==> src/rtl/mips_pipe_pkg.sv <==
// Shared types for the pipeline hazard/forwarding logic: slot record,
// bubble constant and the per-cycle pipeline mode.
package mips_pipe_pkg;

    localparam int REG_W = 5;

    typedef struct packed {
        logic             valid;
        logic [REG_W-1:0] rd;
        logic             reg_write;
        logic             mem_read;
    } slot_t;

    localparam slot_t BUBBLE_SLOT = '0;

    typedef enum logic [1:0] {
        MODE_RUN,
        MODE_FREEZE,
        MODE_FLUSH,
        MODE_STALL
    } mode_e;

    // A slot is a forwarding source only if it really writes a non-zero register.
    function automatic logic fwd_valid(slot_t s);
        return s.valid & s.reg_write & (s.rd != '0);
    endfunction

endpackage

==> src/rtl/hazard_tracker_if.sv <==
// ID-stage request signals and the control/forwarding results of the hazard tracker.
interface hazard_tracker_if #(
    parameter int CNT_W = 16
);
    import mips_pipe_pkg::*;

    logic             id_valid;
    logic [REG_W-1:0] id_rs;
    logic [REG_W-1:0] id_rt;
    logic             id_uses_rt;
    logic [REG_W-1:0] id_rd;
    logic             id_reg_write;
    logic             id_mem_read;
    logic             branch_taken;
    logic             dmem_busy;

    logic             pc_write;
    logic             if_id_write;
    logic             if_id_flush;
    logic             id_ex_bubble;
    logic             mem_reg_write;
    logic [REG_W-1:0] mem_rd;
    logic             wb_reg_write;
    logic [REG_W-1:0] wb_rd;
    logic [CNT_W-1:0] stall_cnt;
    logic [CNT_W-1:0] flush_cnt;

    modport master (
        output id_valid, id_rs, id_rt, id_uses_rt, id_rd, id_reg_write, id_mem_read,
               branch_taken, dmem_busy,
        input  pc_write, if_id_write, if_id_flush, id_ex_bubble,
               mem_reg_write, mem_rd, wb_reg_write, wb_rd, stall_cnt, flush_cnt
    );

    modport slave (
        input  id_valid, id_rs, id_rt, id_uses_rt, id_rd, id_reg_write, id_mem_read,
               branch_taken, dmem_busy,
        output pc_write, if_id_write, if_id_flush, id_ex_bubble,
               mem_reg_write, mem_rd, wb_reg_write, wb_rd, stall_cnt, flush_cnt
    );

endinterface

==> src/rtl/hazard_slot_reg.sv <==
// One in-flight instruction slot: clear (bubble) beats load, otherwise hold.
module hazard_slot_reg
    import mips_pipe_pkg::*;
(
    input  logic  clk_i,
    input  logic  rst_i,
    input  logic  i_load,
    input  logic  i_clear,
    input  slot_t i_d,
    output slot_t o_q
);

    slot_t r_q;

    // NOTE: clocked state uses <= so every slot samples its pre-edge neighbour,
    // which is what lets EX->MEM->WB shift in a single edge.
    always_ff @(posedge clk_i or negedge rst_i) begin
        if (!rst_i) begin
            r_q <= BUBBLE_SLOT;
        end else if (i_clear) begin
            r_q <= BUBBLE_SLOT;
        end else if (i_load) begin
            r_q <= i_d;
        end
    end

    assign o_q = r_q;

endmodule

==> src/rtl/hazard_tracker.sv <==
// Tracks EX/MEM/WB destinations, drives forwarding pairs and resolves
// freeze > flush > load-use stall > run each cycle.
module hazard_tracker
    import mips_pipe_pkg::*;
#(
    parameter int CNT_W = 16
) (
    input  logic             clk_i,
    input  logic             rst_i,
    hazard_tracker_if.slave  bus
);

    slot_t            w_id_slot;
    slot_t            w_ex;
    slot_t            w_mem;
    slot_t            w_wb;
    mode_e            w_mode;
    logic             w_lu;
    logic             w_advance;
    logic             w_ex_load;
    logic             w_ex_clear;
    logic             w_unused;
    logic [CNT_W-1:0] r_stall_cnt;
    logic [CNT_W-1:0] r_flush_cnt;

    assign w_id_slot = '{valid:     bus.id_valid,
                         rd:        bus.id_rd,
                         reg_write: bus.id_reg_write,
                         mem_read:  bus.id_mem_read};

    assign w_lu = bus.id_valid & w_ex.valid & w_ex.mem_read & (w_ex.rd != '0) &
                  ((w_ex.rd == bus.id_rs) | (bus.id_uses_rt & (w_ex.rd == bus.id_rt)));

    // NOTE: every always_comb output gets a default before any branch, so no
    // path can leave it unassigned and infer a latch.
    always_comb begin
        w_mode = MODE_RUN;
        if (!rst_i) begin
            w_mode = MODE_RUN;
        end else if (bus.dmem_busy) begin
            w_mode = MODE_FREEZE;
        end else if (bus.branch_taken) begin
            w_mode = MODE_FLUSH;
        end else if (w_lu) begin
            w_mode = MODE_STALL;
        end
    end

    assign w_advance  = (w_mode != MODE_FREEZE);
    assign w_ex_load  = (w_mode == MODE_RUN);
    assign w_ex_clear = (w_mode == MODE_FLUSH) || (w_mode == MODE_STALL);

    hazard_slot_reg u_ex_slot (
        .clk_i   (clk_i),
        .rst_i   (rst_i),
        .i_load  (w_ex_load),
        .i_clear (w_ex_clear),
        .i_d     (w_id_slot),
        .o_q     (w_ex)
    );

    hazard_slot_reg u_mem_slot (
        .clk_i   (clk_i),
        .rst_i   (rst_i),
        .i_load  (w_advance),
        .i_clear (1'b0),
        .i_d     (w_ex),
        .o_q     (w_mem)
    );

    hazard_slot_reg u_wb_slot (
        .clk_i   (clk_i),
        .rst_i   (rst_i),
        .i_load  (w_advance),
        .i_clear (1'b0),
        .i_d     (w_mem),
        .o_q     (w_wb)
    );

    always_comb begin
        bus.pc_write     = 1'b1;
        bus.if_id_write  = 1'b1;
        bus.if_id_flush  = 1'b0;
        bus.id_ex_bubble = 1'b0;
        unique case (w_mode)
            MODE_FREEZE: begin
                bus.pc_write    = 1'b0;
                bus.if_id_write = 1'b0;
            end
            MODE_FLUSH: begin
                bus.if_id_flush  = 1'b1;
                bus.id_ex_bubble = 1'b1;
            end
            MODE_STALL: begin
                bus.pc_write     = 1'b0;
                bus.if_id_write  = 1'b0;
                bus.id_ex_bubble = 1'b1;
            end
            default: ;
        endcase
    end

    // Performance counters saturate instead of wrapping.
    always_ff @(posedge clk_i or negedge rst_i) begin
        if (!rst_i) begin
            r_stall_cnt <= '0;
            r_flush_cnt <= '0;
        end else begin
            if ((w_mode == MODE_STALL) && (r_stall_cnt != '1)) begin
                r_stall_cnt <= r_stall_cnt + 1'b1;
            end
            if ((w_mode == MODE_FLUSH) && (r_flush_cnt != '1)) begin
                r_flush_cnt <= r_flush_cnt + 1'b1;
            end
        end
    end

    assign bus.mem_reg_write = fwd_valid(w_mem);
    assign bus.mem_rd        = w_mem.rd;
    assign bus.wb_reg_write  = fwd_valid(w_wb);
    assign bus.wb_rd         = w_wb.rd;
    assign bus.stall_cnt     = r_stall_cnt;
    assign bus.flush_cnt     = r_flush_cnt;

    // The load flag is dead once an instruction reaches WB.
    assign w_unused = w_wb.mem_read;

endmodule

==> src/flat_wrapper.sv <==
// flat-port wrapper written by rule: the top's interface ports become plain ports
module hazard_tracker_flat import mips_pipe_pkg::*;
#(
    parameter int CNT_W = 16
)
  (clk_i, rst_i, bus_id_valid, bus_id_rs, bus_id_rt, bus_id_uses_rt, bus_id_rd, bus_id_reg_write, bus_id_mem_read, bus_branch_taken, bus_dmem_busy, bus_pc_write, bus_if_id_write, bus_if_id_flush, bus_id_ex_bubble, bus_mem_reg_write, bus_mem_rd, bus_wb_reg_write, bus_wb_rd, bus_stall_cnt, bus_flush_cnt);
  hazard_tracker_if #(.CNT_W(CNT_W)) bus_i ();
  input  logic clk_i;
  input  logic rst_i;
  input wire logic [$bits(bus_i.id_valid)-1:0] bus_id_valid;
  input wire logic [$bits(bus_i.id_rs)-1:0] bus_id_rs;
  input wire logic [$bits(bus_i.id_rt)-1:0] bus_id_rt;
  input wire logic [$bits(bus_i.id_uses_rt)-1:0] bus_id_uses_rt;
  input wire logic [$bits(bus_i.id_rd)-1:0] bus_id_rd;
  input wire logic [$bits(bus_i.id_reg_write)-1:0] bus_id_reg_write;
  input wire logic [$bits(bus_i.id_mem_read)-1:0] bus_id_mem_read;
  input wire logic [$bits(bus_i.branch_taken)-1:0] bus_branch_taken;
  input wire logic [$bits(bus_i.dmem_busy)-1:0] bus_dmem_busy;
  output wire logic [$bits(bus_i.pc_write)-1:0] bus_pc_write;
  output wire logic [$bits(bus_i.if_id_write)-1:0] bus_if_id_write;
  output wire logic [$bits(bus_i.if_id_flush)-1:0] bus_if_id_flush;
  output wire logic [$bits(bus_i.id_ex_bubble)-1:0] bus_id_ex_bubble;
  output wire logic [$bits(bus_i.mem_reg_write)-1:0] bus_mem_reg_write;
  output wire logic [$bits(bus_i.mem_rd)-1:0] bus_mem_rd;
  output wire logic [$bits(bus_i.wb_reg_write)-1:0] bus_wb_reg_write;
  output wire logic [$bits(bus_i.wb_rd)-1:0] bus_wb_rd;
  output wire logic [$bits(bus_i.stall_cnt)-1:0] bus_stall_cnt;
  output wire logic [$bits(bus_i.flush_cnt)-1:0] bus_flush_cnt;
  assign bus_i.id_valid = bus_id_valid;
  assign bus_i.id_rs = bus_id_rs;
  assign bus_i.id_rt = bus_id_rt;
  assign bus_i.id_uses_rt = bus_id_uses_rt;
  assign bus_i.id_rd = bus_id_rd;
  assign bus_i.id_reg_write = bus_id_reg_write;
  assign bus_i.id_mem_read = bus_id_mem_read;
  assign bus_i.branch_taken = bus_branch_taken;
  assign bus_i.dmem_busy = bus_dmem_busy;
  assign bus_pc_write = bus_i.pc_write;
  assign bus_if_id_write = bus_i.if_id_write;
  assign bus_if_id_flush = bus_i.if_id_flush;
  assign bus_id_ex_bubble = bus_i.id_ex_bubble;
  assign bus_mem_reg_write = bus_i.mem_reg_write;
  assign bus_mem_rd = bus_i.mem_rd;
  assign bus_wb_reg_write = bus_i.wb_reg_write;
  assign bus_wb_rd = bus_i.wb_rd;
  assign bus_stall_cnt = bus_i.stall_cnt;
  assign bus_flush_cnt = bus_i.flush_cnt;
  hazard_tracker #(.CNT_W(CNT_W)) u_core (.clk_i(clk_i), .rst_i(rst_i), .bus(bus_i));
endmodule
==> config.mk <==
export PLATFORM = sky130hd
export DESIGN_NAME = hazard_tracker_flat
export DESIGN_NICKNAME = d
export VERILOG_FILES = /design/src/rtl/mips_pipe_pkg.sv /design/src/rtl/hazard_tracker_if.sv /design/src/rtl/hazard_slot_reg.sv /design/src/rtl/hazard_tracker.sv /design/src/flat_wrapper.sv
export SDC_FILE = /design/constraint.sdc
export NUM_CORES = 1
export LEC_CHECK = 0
export CAP_MARGIN = 20
export CORE_MARGIN = 2
export CORE_UTILIZATION = 48
export CTS_CLUSTER_SIZE = 14
export DETAILED_ROUTE_END_ITERATION = 8
export PLACE_DENSITY = 0.78
export SLEW_MARGIN = 20
export SYNTH_ARGS = -nofsm -noshare
export SYNTH_HDL_FRONTEND = slang
export SYNTH_SLANG_ARGS = --single-unit
==> constraint.sdc <==
create_clock -name clk_i -period 3.18 [get_ports clk_i]
set_input_delay 0.954 -clock clk_i [delete_from_list [all_inputs] [get_ports clk_i]]
set_output_delay 0.954 -clock clk_i [all_outputs]
set_load 0.02 [all_outputs]
==> metrics.md <==
| Metric | Value |
|---|---|
| Status | completed |
| Max H-tree Level | 2 |
| Reg2Reg Capture Point | u_core.bus.stall_cnt[1] |
| Post-route ant nets | 0 |
| CTS Root Cell | clkbuf_8 |
| Synth warn | 0 |
| Peak VDD IR | 0.000431 V |
| Maxcap violations | 0 |
| Total negative slack | 0 ps |
| Netlist cell types | 33 |
| Share of layout cells above drive strength 1 | 13.4% |
| CP startpoint kind | input pin |
| Total grt overflow | 0 |
| Worst Path Arrival | 2170 ps |
| Routed len/inst | 13.8 µm |
| WS Path Type | in -> out |
| Critical Path Fanout Max | 3 |
| Slew headroom | just over 60% |
| Fmax | between 300 and 400 MHz |
| Critical path origin | bus_id_rs[4] |
| Hold_ws | a little under 500 ps |
| Syn Nets | 285 |
| HP Start | u_core.u_wb_slot.o_q[7] |
| Pwr per Cell Area | 484 nW/µm² |
| Final slew viol count | 0 |
| CP required | 2230 ps |
| Depth of the most critical reg-to-reg path | 8 |
| Synthesis-to-finish area growth | 35.9% |
| Starting Density | between 50 and 60% |
| Routability cong. | between 0.8 and 0.9 |
| I/O pins | 71 |
| Vias in the first global route | 2046 |
| R2R Setup Slk | about 900 ps |
| Slew @ Worst Pin | roughly 580 ps |
| Final-stage net count | 360 |
| Routed WL | 5600 µm |
| Worst setup endpoint | bus_id_ex_bubble |
| Final count of hold timing violations | 0 |
| CP Capture Type | output pin |
| Syn Area/Cell | around 10 µm² |
| Layout Utilization | approximately 68% |
| Latest clock arrival within the worst-skew pair | ~300 ps |
| Reg2Reg Launch Point | u_core.u_ex_slot.o_q[3] |
| Residual DRC | 0 |
| IO Port Bufs | 70 |
| Worst path cell trace | dlygate4sd2_1 > xor2_1 > nor3_2 > a32oi_2 > nor2_2 > o21a_1 > buf_6 |
| Die Height | 77.6 µm |
| Initial antenna violation count | 0 |
| Drt pass-1 iters | 4 |
| Crit path largest cell delay | 250 ps |
| Clk buf depth | 2 |
| Setup Skew | 9.23 ps |
| Placed instance area | between 3000 and 4000 µm² |
| Routed via count | 2074 |
| Synth Instances | 260 |
| CP max-delay cell | dlygate4sd2_1 |
| First-pass GRT wire length | 9490 µm |
| CTS sink cnt | 54 |
| CTS tree | yes |
| Hold crit path type | reg -> reg |
| Largest net degree at the start of global routing | 24 |
| Row count | 26 |
| Synthesized area | ~2600 µm² |
| DRT iter0 DRCs | 120 |
| Core area | 5170 µm² |
| Total GRT Usage | 19.7% |
| Period utilisation layout | about 98% |
| Setup-failing EPs final | 0 |
| DIE AREA | 6030 µm² |
| Clock slew at reported path FFs | 100 ps |
| Ant. Diodes | 0 |
| Hold buffers post-CTS | 0 |
| Cts bufs inserted | 5 |
| Chip width | 77.6 µm |
| Average vias per placed instance | between 5 and 6 |
| Fin area | 3540 µm² |
| #FFs+latches synth | between 50 and 60 |
| Register area share after synthesis | 51.9% |
| Leak | 1.62 nW |
| Post-DP HPWL | a little over 4000 µm |
| Min cycle time layout | 3120 ps |
-- registers in the layout, indices dropped and copies added (netlist names) --
| signal | cells |
|---|---|
| u_core.bus.flush_cnt | 16 |
| u_core.u_wb_slot.o_q | 7 |
| u_core.bus.stall_cnt | 16 |
| u_core.u_mem_slot.o_q | 7 |
| u_core.u_ex_slot.o_q | 8 |
-- synthesized netlist by cell type (all sizes together) --
master	number	area, µm²
dfrtp	54	1350
nor4	2	33.8
a311oi	1	8.76
a32oi	1	16.3
or3	3	18.8
o2111ai	1	15.0
and4	3	26.3
nand3	15	75.1
nand4	9	56.3
clkbuf	6	22.5
and2	2	12.5
xor2	14	123
xnor2	26	228
o31a	1	8.76
and3	5	31.3
a21oi	8	40.0
nor3	3	20.0
nand2	73	274
nor2b	1	6.26
or4	1	7.51
mux2	2	22.5
a31oi	1	6.26
nor2	6	25.0
o311a	2	20.0
buf	13	105
ha	2	25.0
o21a	1	7.51
inv	3	11.3
o21ai	1	5.00
-- report_power, final --
group          switching (mW)  leakage [nW]  internal [mW]  total (mW)
Clock                   0.218        0.0714          0.336       0.553
Sequential             0.0672         0.713          0.746       0.813
Combinational           0.171         0.834          0.173       0.344
-- how the worst min path moves through the flow --
stage	endpoint	slack (ps)	cells past startpoint
2_1_floorplan	u_core.u_wb_slot.o_q[1]	440	2
3_3_place_gp	u_core.u_wb_slot.o_q[7]	450	2
5_1_grt	u_core.bus.flush_cnt[6]	520	1
6_report	u_core.u_wb_slot.o_q[7]	480	2
3_5_place_dp	u_core.u_wb_slot.o_q[7]	460	2
4_1_cts	u_core.u_wb_slot.o_q[7]	480	2
-- final cells by class --
type / count / area [µm²]
fill: 428 / 1640
sequential: 54 / 1350
multi-input combinational: 184 / 1140
timing repair buffer: 87 / 802
tap: 70 / 87.6
clock buffer: 6 / 82.6
clock inverter: 2 / 60.1
inverter: 3 / 11.3
-- kinds of logic (layout without fill, tap and decap cells) --
group                    Yosys count  count (layout)  share of synthesized area [%]
XOR/XNOR                          40              40                           13.5
flip-flops                        54              54                           51.9
buffers and inverters             22              98                           5.34
adder cells (fa/ha/maj)            2               2                          0.961
multiplexers                       2               2                          0.865
AND/OR/NAND/NOR                  123             123                           22.5
AO/OA/AOI/OAI                     17              17                           4.90
-- layer usage --
metal	wire (µm)	vias to the layer above	global-route usage (%)	part of all wire, %
met1	2480	1013	26.0	44
met4	44	0	5.54	0.79
met2	2700	49	31.5	48
met3	374	6	5.93	6.7
li1	-	1006	-	-
met5	0	-	0	0
-- repair_timing --
item	CTS	global route
gates cloned	0	0
endpoints found under the hold margin	0	0
resized for setup	33	7
pin swaps	8	6
buffers inserted	1	1
setup endpoints to repair	4	4
-- placed cells by master, fill, tap and decap left out, types with 2 or more instances in the layout --
cell,n
a21oi_1,8
and2_1,2
and3_1,5
and4_1,3
buf_4,19
buf_6,2
bufinv_16,2
clkbuf_2,2
clkbuf_8,6
clkdlybuf4s50_1,55
dfrtp_1,54
dlygate4sd2_1,7
ha_1,2
inv_1,3
mux2_2,2
nand2_1,73
nand3_1,15
nand4_1,9
nor2_1,5
nor3_2,2
o311a_1,2
or3_1,3
xnor2_1,25
xor2_1,13
-- metrics by stage --
stage | setup slack (ps) | std cells | power [mW]
global route | -7.88 | 406 | 1.79
CTS | -8.34 | 405 | 1.72
global placement | -746 | 396 | 1.16
finish | 57.8 | 406 | 1.71
detailed placement | -738 | 396 | 1.17
floorplan | 84.0 | 260 | 1.00
-- critical path: cells and delay by family --
family	cells	cell delay, ps
AOI/OAI and AO/OA	2	280
xor gates and xnor gates	1	150
buffers and inverters	2	380
and+or+nand+nor	2	410
Power figures use the tool's default switching activity.
